<file path="config.mk">
export PLATFORM = sky130hd
export DESIGN_NAME = dbus_mem_ctrl
export DESIGN_NICKNAME = d
export VERILOG_FILES = /design/src/rtl/dbus_mem_ctrl_pkg.sv /design/src/rtl/dbus_mem_ctrl_mem_fmt.sv /design/src/rtl/dbus_mem_ctrl.sv
export SDC_FILE = /design/constraint.sdc
export NUM_CORES = 1
export LEC_CHECK = 0
export ABC_CLOCK_PERIOD_IN_PS = 3690
export BUFFER_PORTS_ARGS = -buffer_cell sky130_fd_sc_hd__buf_4
export CAP_MARGIN = 20
export CELL_PAD_IN_SITES_DETAIL_PLACEMENT = 1
export CELL_PAD_IN_SITES_GLOBAL_PLACEMENT = 1
export CORE_ASPECT_RATIO = 1.1
export CORE_MARGIN = 2
export CORE_UTILIZATION = 38
export DETAILED_ROUTE_END_ITERATION = 16
export PLACE_DENSITY_LB_ADDON = 0.1
export SYNTH_ARGS = -nofsm -noshare
export SYNTH_HDL_FRONTEND = slang
export SYNTH_HIERARCHICAL = 1
export SYNTH_SLANG_ARGS = --single-unit
</file>
<file path="constraint.sdc">
create_clock -name clk -period 3.69 [get_ports clk]
set_input_delay 0.1845 -clock clk [delete_from_list [all_inputs] [get_ports clk]]
set_output_delay 0.1845 -clock clk [all_outputs]
set_load 0.005 [all_outputs]
</file>
<file path="src/rtl/dbus_mem_ctrl_pkg.sv">
// Shared types for the data-bus side of the core: size codes, controller states,
// and the dbus request/response bundles also used by the fetch path.
package dbus_mem_ctrl_pkg;

  localparam int DBUS_XLEN = 64;
  localparam int DBUS_STRB = DBUS_XLEN / 8;

  typedef enum logic [1:0] {
    SZ_B = 2'd0,
    SZ_H = 2'd1,
    SZ_W = 2'd2,
    SZ_D = 2'd3
  } size_e;

  typedef enum logic [1:0] {
    ST_IDLE = 2'd0,
    ST_REQ  = 2'd1,
    ST_DONE = 2'd2
  } state_e;

  typedef struct packed {
    logic                 valid;
    logic [DBUS_XLEN-1:0] addr;
    logic [2:0]           size;
    logic [DBUS_STRB-1:0] strobe;
    logic [DBUS_XLEN-1:0] data;
  } dbus_req_t;

  typedef struct packed {
    logic                 addr_ok;
    logic                 data_ok;
    logic [DBUS_XLEN-1:0] data;
  } dbus_resp_t;

  function automatic logic [7:0] size_mask(input size_e sz);
    case (sz)
      SZ_B:    return 8'h01;
      SZ_H:    return 8'h03;
      SZ_W:    return 8'h0F;
      default: return 8'hFF;
    endcase
  endfunction

  function automatic logic is_misaligned(input size_e sz, input logic [2:0] lo);
    case (sz)
      SZ_B:    return 1'b0;
      SZ_H:    return lo[0];
      SZ_W:    return |lo[1:0];
      default: return |lo;
    endcase
  endfunction

endpackage

</file>
<file path="src/rtl/dbus_mem_ctrl_mem_fmt.sv">
// Combinational byte-lane alignment for stores and shift/extend for loads.
// Kept free of state so a cache-side path can reuse it as-is.
module mem_fmt
  import dbus_mem_ctrl_pkg::*;
#(
  parameter int XLEN = 64
) (
  input  size_e            size,
  input  logic             uns,
  input  logic [2:0]       addr_lo,
  input  logic [XLEN-1:0]  wdata,
  input  logic [XLEN-1:0]  rword,
  output logic [7:0]       strobe,
  output logic [XLEN-1:0]  sdata,
  output logic [XLEN-1:0]  ldata
);

  logic [5:0]      bsh;
  logic [XLEN-1:0] sh;

  assign bsh    = {addr_lo, 3'b000};
  assign strobe = size_mask(size) << addr_lo;
  assign sdata  = wdata << bsh;
  assign sh     = rword >> bsh;

  always_comb begin
    ldata = sh;
    case (size)
      SZ_B:    ldata = {{(XLEN-8){~uns & sh[7]}},   sh[7:0]};
      SZ_H:    ldata = {{(XLEN-16){~uns & sh[15]}}, sh[15:0]};
      SZ_W:    ldata = {{(XLEN-32){~uns & sh[31]}}, sh[31:0]};
      default: ldata = sh;
    endcase
  end

endmodule

</file>
<file path="src/rtl/dbus_mem_ctrl.sv">
// M-stage data-bus controller: issues load/store requests, holds them until
// data_ok, formats load data and buffers it while the pipeline is frozen.
module dbus_mem_ctrl
  import dbus_mem_ctrl_pkg::*;
#(
  parameter int XLEN  = 64,
  parameter int CNT_W = 32
) (
  input  logic             clk,
  input  logic             reset,
  input  logic             m_valid,
  input  logic             m_load,
  input  logic             m_store,
  input  logic [2:0]       m_funct3,
  input  logic [XLEN-1:0]  m_addr,
  input  logic [XLEN-1:0]  m_wdata,
  input  logic             m_advance,
  output logic             dreq_valid,
  output logic [XLEN-1:0]  dreq_addr,
  output logic [2:0]       dreq_size,
  output logic [7:0]       dreq_strobe,
  output logic [XLEN-1:0]  dreq_data,
  input  logic             dresp_addr_ok,
  input  logic             dresp_data_ok,
  input  logic [XLEN-1:0]  dresp_data,
  output logic             d_wait,
  output logic [XLEN-1:0]  rdata,
  output logic             misalign,
  output logic [CNT_W-1:0] stall_cnt
);

  state_e          state, state_nx;
  dbus_req_t       m_req, r_req, req;
  dbus_resp_t      resp;
  logic            r_uns;
  logic [XLEN-1:0] r_rdata, ldata, f_sdata;
  logic [7:0]      f_strobe;
  size_e           f_size;
  logic            f_uns;
  logic [2:0]      f_alo;
  logic            memop, idle, lat_req, lat_rdata;
  logic            unused_resp;

  assign resp        = '{addr_ok: dresp_addr_ok, data_ok: dresp_data_ok, data: dresp_data};
  assign unused_resp = resp.addr_ok;

  assign memop    = m_valid & (m_load | m_store);
  assign misalign = memop & is_misaligned(size_e'(m_funct3[1:0]), m_addr[2:0]);
  assign idle     = (state == ST_IDLE);

  // Live M fields drive formatting in IDLE; captured fields once the request is held.
  assign f_size = idle ? size_e'(m_funct3[1:0]) : size_e'(r_req.size[1:0]);
  assign f_uns  = idle ? m_funct3[2] : r_uns;
  assign f_alo  = idle ? m_addr[2:0] : r_req.addr[2:0];

  mem_fmt #(.XLEN(XLEN)) u_fmt (
    .size    (f_size),
    .uns     (f_uns),
    .addr_lo (f_alo),
    .wdata   (m_wdata),
    .rword   (resp.data),
    .strobe  (f_strobe),
    .sdata   (f_sdata),
    .ldata   (ldata)
  );

  always_comb begin
    m_req        = '0;
    m_req.valid  = memop & ~misalign;
    m_req.addr   = m_addr;
    m_req.size   = {1'b0, m_funct3[1:0]};
    m_req.strobe = m_store ? f_strobe : 8'h00;
    m_req.data   = m_store ? f_sdata : '0;
  end

  always_ff @(posedge clk) begin
    if (!reset) state <= ST_IDLE;
    else        state <= state_nx;
  end

  always_comb begin
    state_nx  = state;
    req       = '0;
    d_wait    = 1'b0;
    rdata     = '0;
    lat_req   = 1'b0;
    lat_rdata = 1'b0;
    unique case (state)
      ST_IDLE: begin
        req    = m_req;
        d_wait = m_req.valid & ~resp.data_ok;
        if (m_req.valid & resp.data_ok) rdata = ldata;
        if (m_req.valid & ~resp.data_ok) begin
          lat_req  = 1'b1;
          state_nx = ST_REQ;
        end else if (m_req.valid & ~m_advance) begin
          lat_rdata = 1'b1;
          state_nx  = ST_DONE;
        end
      end
      ST_REQ: begin
        req    = r_req;
        d_wait = ~resp.data_ok;
        if (resp.data_ok) begin
          rdata     = ldata;
          lat_rdata = 1'b1;
          state_nx  = m_advance ? ST_IDLE : ST_DONE;
        end
      end
      ST_DONE: begin
        // Response already consumed; bus strobes here belong to nobody.
        rdata = r_rdata;
        if (m_advance) state_nx = ST_IDLE;
      end
      default: state_nx = ST_IDLE;
    endcase
  end

  always_ff @(posedge clk) begin
    if (!reset) begin
      r_req     <= '0;
      r_uns     <= 1'b0;
      r_rdata   <= '0;
      stall_cnt <= '0;
    end else begin
      if (lat_req) begin
        r_req <= m_req;
        r_uns <= m_funct3[2];
      end
      if (lat_rdata) r_rdata <= ldata;
      if (d_wait && !(&stall_cnt)) stall_cnt <= stall_cnt + CNT_W'(1);
    end
  end

  assign dreq_valid  = req.valid;
  assign dreq_addr   = req.addr;
  assign dreq_size   = req.size;
  assign dreq_strobe = req.strobe;
  assign dreq_data   = req.data;

  always_ff @(posedge clk) begin
    if (reset) assert (!(m_advance && d_wait)) else $error("m_advance asserted while d_wait");
  end

endmodule
</file>
==> results of run 1 <==
power by group:
part	internal, W	switching, W	total [W]
Combinational	0.000859	0.00107	0.00193
Clock	0.00173	0.00121	0.00294
Sequential	0.00262	0.0000270	0.00265
sequential cells by signal, indices dropped and copies added, names as in the netlist:
signal     count
r_rdata       64
r_req        139
r_uns          1
stall_cnt     32
state          2
routing by layer:
metal / global-route usage (%) / wire length, microns
met5: 0 / 0
met4: 13.9 / 3190
met3: 6.33 / 4330
met2: 50.6 / 32700
met1: 33.7 / 26200
kinds of logic (layout without fill, tap and decap cells):
group                      Yosys count  after routing  synth area share, %
muxes                              256            256                 18.0
and+or+nand+nor                    803            803                 23.2
AOI/OAI and AO/OA                  532            533                 21.8
DFF                                238            238                 30.1
other                                1              2               0.0237
adders and majority gates            1              1               0.0789
buffers and inverters              225            612                 6.79
path summary, 6_finish.rpt:
check	startpoint	end	slack (ns)
worst min-delay path	m_wdata[4]	r_req[4]$_SDFFE_PN0N_	0.06
worst max-delay path	state[0]$_SDFFE_PN0P_	rdata[19]	0.11
worst max register to register	state[0]$_SDFFE_PN0P_	r_rdata[19]$_SDFFE_PN0P_	0.86
worst min register to register	r_req[25]$_SDFFE_PN0N_	r_req[25]$_SDFFE_PN0N_	0.45
cell usage in the layout (no fill, tap or decap), drive strengths merged, types with 4 or more instances in the layout:
master	count
o211ai	11
or4	16
nand4	44
buf	485
a32oi	7
o21ai	116
a22o	137
a211o	7
a21oi	188
mux4	15
o31ai	13
nor4	11
a211oi	4
nor3	5
nand2	362
dlygate4sd3	68
o2bb2ai	16
o22ai	17
nand2b	15
clkbuf	47
nand3	165
and2	9
mux2	61
mux2i	180
nor2b	16
dfxtp	238
nor2	136
inv	8
or3	7
critical path: stages, from the launching register on:
cell and delay [ns]:
dfxtp_4 0.34, nor2_1 0.10, buf_4 0.22, mux2_4 0.42, buf_4 0.25, nor2_1 0.72, a32oi_1 0.23, nand3_1 0.23
a22o_1 0.17, buf_4 0.11
what timing repair did:
| action | in CTS | in global routing |
|---|---|---|
| gates resized for setup | 2 | 9 |
| setup endpoints to repair | 19 | 25 |
| endpoints found under the hold margin | 68 | 0 |
| pin swaps | 0 | 1 |
| cloned | 0 | 2 |
| hold buffers | 68 | 0 |
layout make-up:
| cell class | count | area share [%] |
|---|---|---|
| flip-flops and latches | 238 | 22.6 |
| inverters | 8 | 0.154 |
| diodes | 1 | 0.0119 |
| clock buffers | 46 | 4.08 |
| multi-input cells | 1594 | 48.0 |
| repair buffers | 554 | 21.4 |
| clock inverters | 4 | 0.450 |
| well taps | 560 | 3.32 |
per-stage QoR:
stage               total power, W  TNS, ns
floorplan                  0.00375        0
global placement           0.00449        0
detailed placement         0.00453        0
CTS                        0.00756        0
global route               0.00783  -0.0326
finish                     0.00752        0
==> run summary, run 1 <==
run status: finished, final reports clean
Yosys warnings: 6
Yosys reg bits: 238
Buffers on Ports: 438
Final Cell Area: 21,100 sq um
Clock transition at path regs: 0.06 ns
crit end category: primary output
Non-Filler Instances: 3,005
Layout Nets: 2,630
hpwl dp: 44,700 microns
layout cells sized above 1: 25.8%
RSZ-0062 raised after global routing: true
Hold Crit Class: input port to flip-flop
WP data required: 3.51 ns
DRT antenna net count: 0
Synth Flop Type: dfxtp_1
Max Cap Viol: 0
Synth async-reset ratio: 0%
number of synthesized flops with an enable pin: 0
area occupied by multi-input gates: 10,100 sq um
Starting Density: 38.5%
achievable frequency: 280 MHz
row count: 78
Area Growth Syn to Fin: 33.2%
cell count after placement: 2,884
CP Class: flip-flop to primary output
VDD IR max: 0.000361 V
final setup violation count: 0
later-pin clock latency in the skew report: 0.59 ns
Layout fillers: 5,073
Post-Place Worst Slack: 0.564 ns
Rel. slew slack: 28.6%
vias in the first global route: 17,900
Final Hold Viols: 0
Max Root-Sink Buffers: 3
Reg area: 4770 sq um
cell with the most instances after synthesis: nand2_1
sequential area share after synthesis: 30.1%
wire length per cell: 22.1 microns
mapped cell area: 15,800 sq um
initial antenna violation count: 1
Fin Hold WS: 0.0575 ns
Data arrival, critical path: 3.39 ns
Yosys cell types: 67
CTS tree: done
Die H: 218 microns
cell count after synthesis: 2,056
largest net degree at the start of global routing: 130
CTS H-tree depth: 1
core area: 41,200 sq um
DP Area: 19,400 sq um
Clock Sinks: 238
total gr overflow: 0
Synth top area share: 30.1%
CTS Root Cell: clkbuf_16
Final Util: 51.3%
DRT Pass-1 Iters: 7
post-CTS setup buffer count: 0
Post-synth top cells: 362 x nand2_1, 238 x dfxtp_1, 188 x a21oi_1, 180 x mux2i_1, 165 x nand3_1
Ports: 441
leak pwr: 8.45 nW
PnR worst setup slack: 0.113 ns
post-synth top area cell: dfxtp_1
CTS buffer count: 30
Placer Congestion: 0.907
first-pass GRT wire length: 100,000 microns
synthesized area per cell: 7.71 sq um
syn_nets: 2,260
Critical Path Start Type: flip-flop
leading post-synthesis cells by cell area: dfxtp_1 30%, mux2i_1 11%, nand2_1 8.6%
R2R depth: 9
WHS Path Cells: 4
Power Dens Cells: 356 nW/um^2
via count: 17,400
Final Max Slew Viols: 0
die width: 199 microns
final WL: 66,400 microns
Total Routing Usage GR: 29.1%
Starting DRT DRC Count: 838
Vias/cell: 5.78
Max FO, Critical Path: 19
fin crit period: 3.58 ns
skew final: 0.0220 ns
die area: 43,400 sq um
Worst Tran Pin Value: 1.07 ns
Remaining DRCs: 0
Final Cycle Share: 96.9%
(Power assumes the default switching activity.)
==> run 2, diff against run 1 <==
--- a/constraint.sdc
+++ b/constraint.sdc
@@ -3,2 +3,2 @@
 set_output_delay 0.1845 -clock clk [all_outputs]
-set_load 0.005 [all_outputs]
+set_load 0.01 [all_outputs]
==> run 2 against run 1 <==
Sequential share of layout area down 0.11 points. Sequential cell count unchanged. Largest cell class unchanged. Register-to-register slack improved by 0.06 ns. Die area stayed put. Combinational power increased by 3%. Cell count about the same. Global-route usage fell by 0.43 points. Count of clock-buffer cells in the layout decreased by 5. First-iteration DRC count grew 13%. Largest power group unchanged. Final area increased by 0.49%.
==> run summary, run 2 (same netlist as run 1, synthesis figures left out) <==
Largest register FFs: 139
initial antenna violation count: 3
die width: 199 microns
Starting Density: 38.5%
Area Growth Syn to Fin: 33.9%
layout cells sized above 1: 26.1%
wire length per cell: 22.0 microns
Ports: 441
achievable frequency: 280 MHz
crit end category: primary output
Power Dens Cells: 372 nW/um^2
skew final: 0.0132 ns
largest net degree at the start of global routing: 140
Reg2Reg Setup Slack: 0.92 ns
Clock transition at path regs: 0.06 ns
Data arrival, critical path: 3.39 ns
Clock Sinks: 238
Post-Place Worst Slack: 0.563 ns
Max FO, Critical Path: 18
Starting DRT DRC Count: 949
DRT antenna net count: 0
later-pin clock latency in the skew report: 0.58 ns
CTS tree: done
fin crit period: 3.57 ns
CTS Root Cell: clkbuf_16
WP data required: 3.51 ns
Critical Path Sink: rdata[58]
hpwl dp: 43,800 microns
Critical Path Start Type: flip-flop
Final Max Slew Viols: 0
final setup TNS: 0 ns
vias in the first global route: 17,700
CP Class: flip-flop to primary output
Die H: 218 microns
R2R depth: 10
RSZ-0062 raised after global routing: false
Hold Crit Class: input port to flip-flop
Max Root-Sink Buffers: 3
R2R Path End: r_rdata[40]$_SDFFE_PN0P_
Total Routing Usage GR: 28.6%
most frequent cells in the layout: 460 x buf_4, 362 x nand2_1, 236 x dfxtp_1
Worst Tran Pin Value: 1.01 ns
CTS H-tree depth: 1
Buffers on Ports: 438
Final Cell Area: 21,200 sq um
reg2reg start: state[0]$_SDFFE_PN0P_
Final Hold Viols: 0
Layout Nets: 2,623
Final Cycle Share: 96.7%
Vias/cell: 5.80
Placer Congestion: 0.883
CTS buffer count: 30
final setup violation count: 0
core area: 41,200 sq um
Max Cap Viol: 0
final WL: 66,000 microns
VDD IR max: 0.000369 V
Rel. slew slack: 32.8%
run status: finished, final reports clean
PnR worst setup slack: 0.120 ns
row count: 78
DRT Pass-1 Iters: 5
crit path launch: state[0]$_SDFFE_PN0P_
first-pass GRT wire length: 98,900 microns
Layout fillers: 5,038
DP Area: 19,300 sq um
Remaining DRCs: 0
total gr overflow: 0
most common cell after layout, fill and taps aside: buf_4
die area: 43,400 sq um
Largest regs: r_req: 139 flops, r_rdata: 64 flops, stall_cnt: 32 flops
leak pwr: 8.50 nW
Top reg by flops: r_req
via count: 17,400
[run 2: cell count changes in the layout (fill, tap and decap cells not counted), moves of 2 or more]
cell	delta
nor2_2	+3
clkbuf_1	-7
clkinv_2	+4
bufinv_16	+3
buf_4	-9
nor2_1	-3
clkbuf_8	+2
[run 2: critical path, cell delays in order (launching register included)]
cell and delay, ns:
dfxtp_4 0.33, nor2_1 0.12, buf_6 0.19, mux2_8 0.46
nand2b_1 0.17, a21oi_1 0.53, o211ai_2 0.39, nand4_1 0.26
a22o_1 0.22, buf_4 0.14
[run 2: worst min-delay path by stage]
stage	startpoint	end	slack [ns]	cells after the start
after floorplan	m_funct3[2]	r_uns$_SDFFE_PN0N_	0.32	2
after global placement	r_req[62]$_SDFFE_PN0N_	r_req[62]$_SDFFE_PN0N_	0.44	2
after detailed placement	r_req[41]$_SDFFE_PN0N_	r_req[41]$_SDFFE_PN0N_	0.45	2
after CTS	dresp_data[58]	r_rdata[58]$_SDFFE_PN0P_	0.04	5
after global routing	m_wdata[4]	r_req[4]$_SDFFE_PN0N_	0.06	4
final	m_wdata[4]	r_req[4]$_SDFFE_PN0N_	0.07	4
[run 2: report_power, final]
group          internal, W  switching, W
clock network      0.00198       0.00126
registers          0.00262     0.0000268
logic             0.000862       0.00113
[run 2: area by class of cell]
cell class / instances / area (sq um) / share of cell area [%]
Clock inverter: 14 / 216 / 1.02
Multi-Input combinational cell: 1594 / 10100 / 47.7
Tap cell: 560 / 701 / 3.30
Sequential cell: 238 / 4770 / 22.5
Antenna cell: 2 / 5.00 / 0.0236
Timing Repair Buffer: 547 / 4500 / 21.2
Inverter: 8 / 32.5 / 0.153
Clock buffer: 41 / 862 / 4.06
[run 2: repair_timing]
action | CTS | global route
buffers inserted | 0 | 2
gates cloned | 0 | 3
setup endpoints to repair | 14 | 67
hold buffers | 68 | 0
pin swaps | 0 | 2
endpoints found under the hold margin | 68 | 0
resized for setup | 2 | 11
[run 2: layer usage]
metal / part of all wire [%] / routed length [microns] / global-route usage [%]
met3: 6.9 / 4540 / 6.64
met4: 5.2 / 3430 / 14.6
met5: 0.020 / 13 / 0
met1: 39 / 26000 / 33.2
met2: 49 / 32000 / 49.1
[run 2: metrics by stage]
step                      std cells  hold WS [ns]  utilization, %  total power (W)
after CTS                      2997        0.0423            51.2          0.00791
after floorplan                2056         0.320               -          0.00381
after detailed placement       2874         0.448            46.9          0.00458
after global placement         2874         0.437            46.9          0.00454
final                          3004        0.0688            51.5          0.00788
after global routing           3003        0.0580            51.5          0.00820
==> run 3, diff against run 2 <==
Settings changed: CELL_PAD_IN_SITES_DETAIL_PLACEMENT 1 to 0.
==> run 3 against run 2 <==
Register-to-register slack improved by 0.09 ns. Count of clock-buffer cells in the layout grew 4. Worst setup slack better by 0.062 ns. Hold slack lost 0.0015 ns. First-iteration DRC count increased by 16%. Critical path type unchanged. Maximum frequency rose by 1.8%. Final area barely moved. Routed wire length fell by 7.3%. Global-route usage decreased by 2.2 points.
==> run summary, run 3 (same netlist as run 1, synthesis figures left out) <==
WHS Path Cells: 4
Reg area: 4770 sq um
Layout Nets: 2,630
Final Cell Area: 21,200 sq um
layout cells sized above 1: 26.1%
Starting Density: 38.5%
Remaining DRCs: 0
final setup violation count: 0
final WL: 61,200 microns
Vias/cell: 5.63
CP Class: flip-flop to primary output
critical hold path startpoint: m_wdata[4]
Placer Congestion: 0.883
later-pin clock latency in the skew report: 0.58 ns
largest net degree at the start of global routing: 140
fin crit period: 3.51 ns
achievable frequency: 285 MHz
reg2reg start: state[0]$_SDFFE_PN0P_
area occupied by multi-input gates: 10,100 sq um
Worst Tran Pin Value: 1.03 ns
R2R depth: 11
WP data required: 3.51 ns
cell count after placement: 2,874
Final Cycle Share: 95.1%
initial antenna violation count: 2
Max FO, Critical Path: 24
Area Growth Syn to Fin: 33.8%
Design Power: 0.00751 W
Data arrival, critical path: 3.32 ns
Clock transition at path regs: 0.06 ns
row count: 78
via count: 16,900
Hold Crit Class: input port to flip-flop
Final Hold Viols: 0
Starting DRT DRC Count: 1,098
Largest regs: r_req: 139 flops, r_rdata: 64 flops, stall_cnt: 32 flops
Layout fillers: 4,098
Total Routing Usage GR: 26.4%
leak pwr: 8.50 nW
Largest register FFs: 139
Reg2Reg Setup Slack: 1.01 ns
wire length per cell: 20.3 microns
crit end category: primary output
Max Root-Sink Buffers: 3
Ports: 441
Power Dens Cells: 354 nW/um^2
most common cell after layout, fill and taps aside: buf_4
Die H: 218 microns
total gr overflow: 0
CTS buffer count: 30
Rel. slew slack: 29.9%
CTS tree: done
DRT Pass-1 Iters: 5
DRT antenna net count: 0
die area: 43,400 sq um
run status: finished, final reports clean
CTS Root Cell: clkbuf_16
DP Area: 19,300 sq um
core area: 41,200 sq um
Non-Filler Instances: 3,010
first-pass GRT wire length: 91,100 microns
die width: 199 microns
Clock Sinks: 238
Critical Path Start Type: flip-flop
Max Cap Viol: 0
Top reg by flops: r_req
skew final: 0.00887 ns
WHS Endpoint: r_req[4]$_SDFFE_PN0N_
Final Max Slew Viols: 0
vias in the first global route: 15,800
Buffers on Ports: 438
CTS H-tree depth: 1
R2R Path End: r_rdata[9]$_SDFFE_PN0P_
most frequent cells in the layout: 464 x buf_4, 362 x nand2_1, 236 x dfxtp_1
hpwl dp: 40,600 microns
VDD IR max: 0.000357 V
==> run 3: worst max path at each step <==
stage	from	end	cells past startpoint
global placement	state[0]$_SDFFE_PN0P_	rdata[32]	10
CTS	state[0]$_SDFFE_PN0P_	rdata[19]	9
finish	state[0]$_SDFFE_PN0P_	rdata[26]	12
floorplan	state[0]$_SDFFE_PN0P_	rdata[0]	10
detailed placement	state[0]$_SDFFE_PN0P_	rdata[40]	10
global route	state[0]$_SDFFE_PN0P_	rdata[26]	12
==> run 3: per-layer routing <==
metal | GRT usage [%] | part of all wire (%) | up-vias
met2 | 44.1 | 48 | 543
met1 | 32.9 | 40 | 8112
met5 | 0 | 0 | -
li1 | - | - | 8169
met4 | 11.3 | 4.2 | 0
met3 | 5.59 | 7.2 | 118
==> run 3: worst max-delay path, cell delays in order (launching register included) <==
cell and delay (ns):
dfxtp_4 0.33, nor2_1 0.11, buf_6 0.17, buf_12 0.11
mux2_8 0.42, mux2i_2 0.32, a22oi_2 0.14, nand4_1 0.18
buf_4 0.18, clkbuf_16 0.21, nand3_1 0.12, a22o_1 0.28
buf_4 0.16
==> run 3: area by class of cell <==
type | instances | area share [%]
multi-input combinational | 1593 | 47.7
sequential | 238 | 22.5
timing repair buffer | 555 | 21.8
clock buffer | 45 | 4.14
tap | 560 | 3.31
clock inverter | 9 | 0.384
inverter | 8 | 0.153
antenna | 2 | 0.0236
==> run 3: metrics by stage <==
stage	utilization, %	hold slack, ns	setup slack, ns	setup TNS, ns
floorplan	-	0.320	0.906	0
global placement	46.9	0.437	0.599	0
detailed placement	46.9	0.444	0.567	0
CTS	51.0	0.0368	0.0247	0
global route	51.5	0.0676	-0.00482	-0.00482
finish	51.5	0.0673	0.182	0
==> run 3: report_power, final <==
| group | total [W] | internal, W | switching, W |
|---|---|---|---|
| Clock | 0.00290 | 0.00170 | 0.00120 |
| Combinational | 0.00197 | 0.000874 | 0.00109 |
| Sequential | 0.00265 | 0.00262 | 0.0000250 |
==> run 3: timing repair <==
| item | 4_1_cts | 5_1_grt |
|---|---|---|
| gates resized for setup | 3 | 12 |
| setup endpoints to repair | 17 | 53 |
| hold buffers | 68 | 0 |
| gates cloned | 0 | 4 |
| buffers inserted | 0 | 8 |
| pin swaps | 0 | 1 |
| hold endpoints to repair | 68 | 0 |
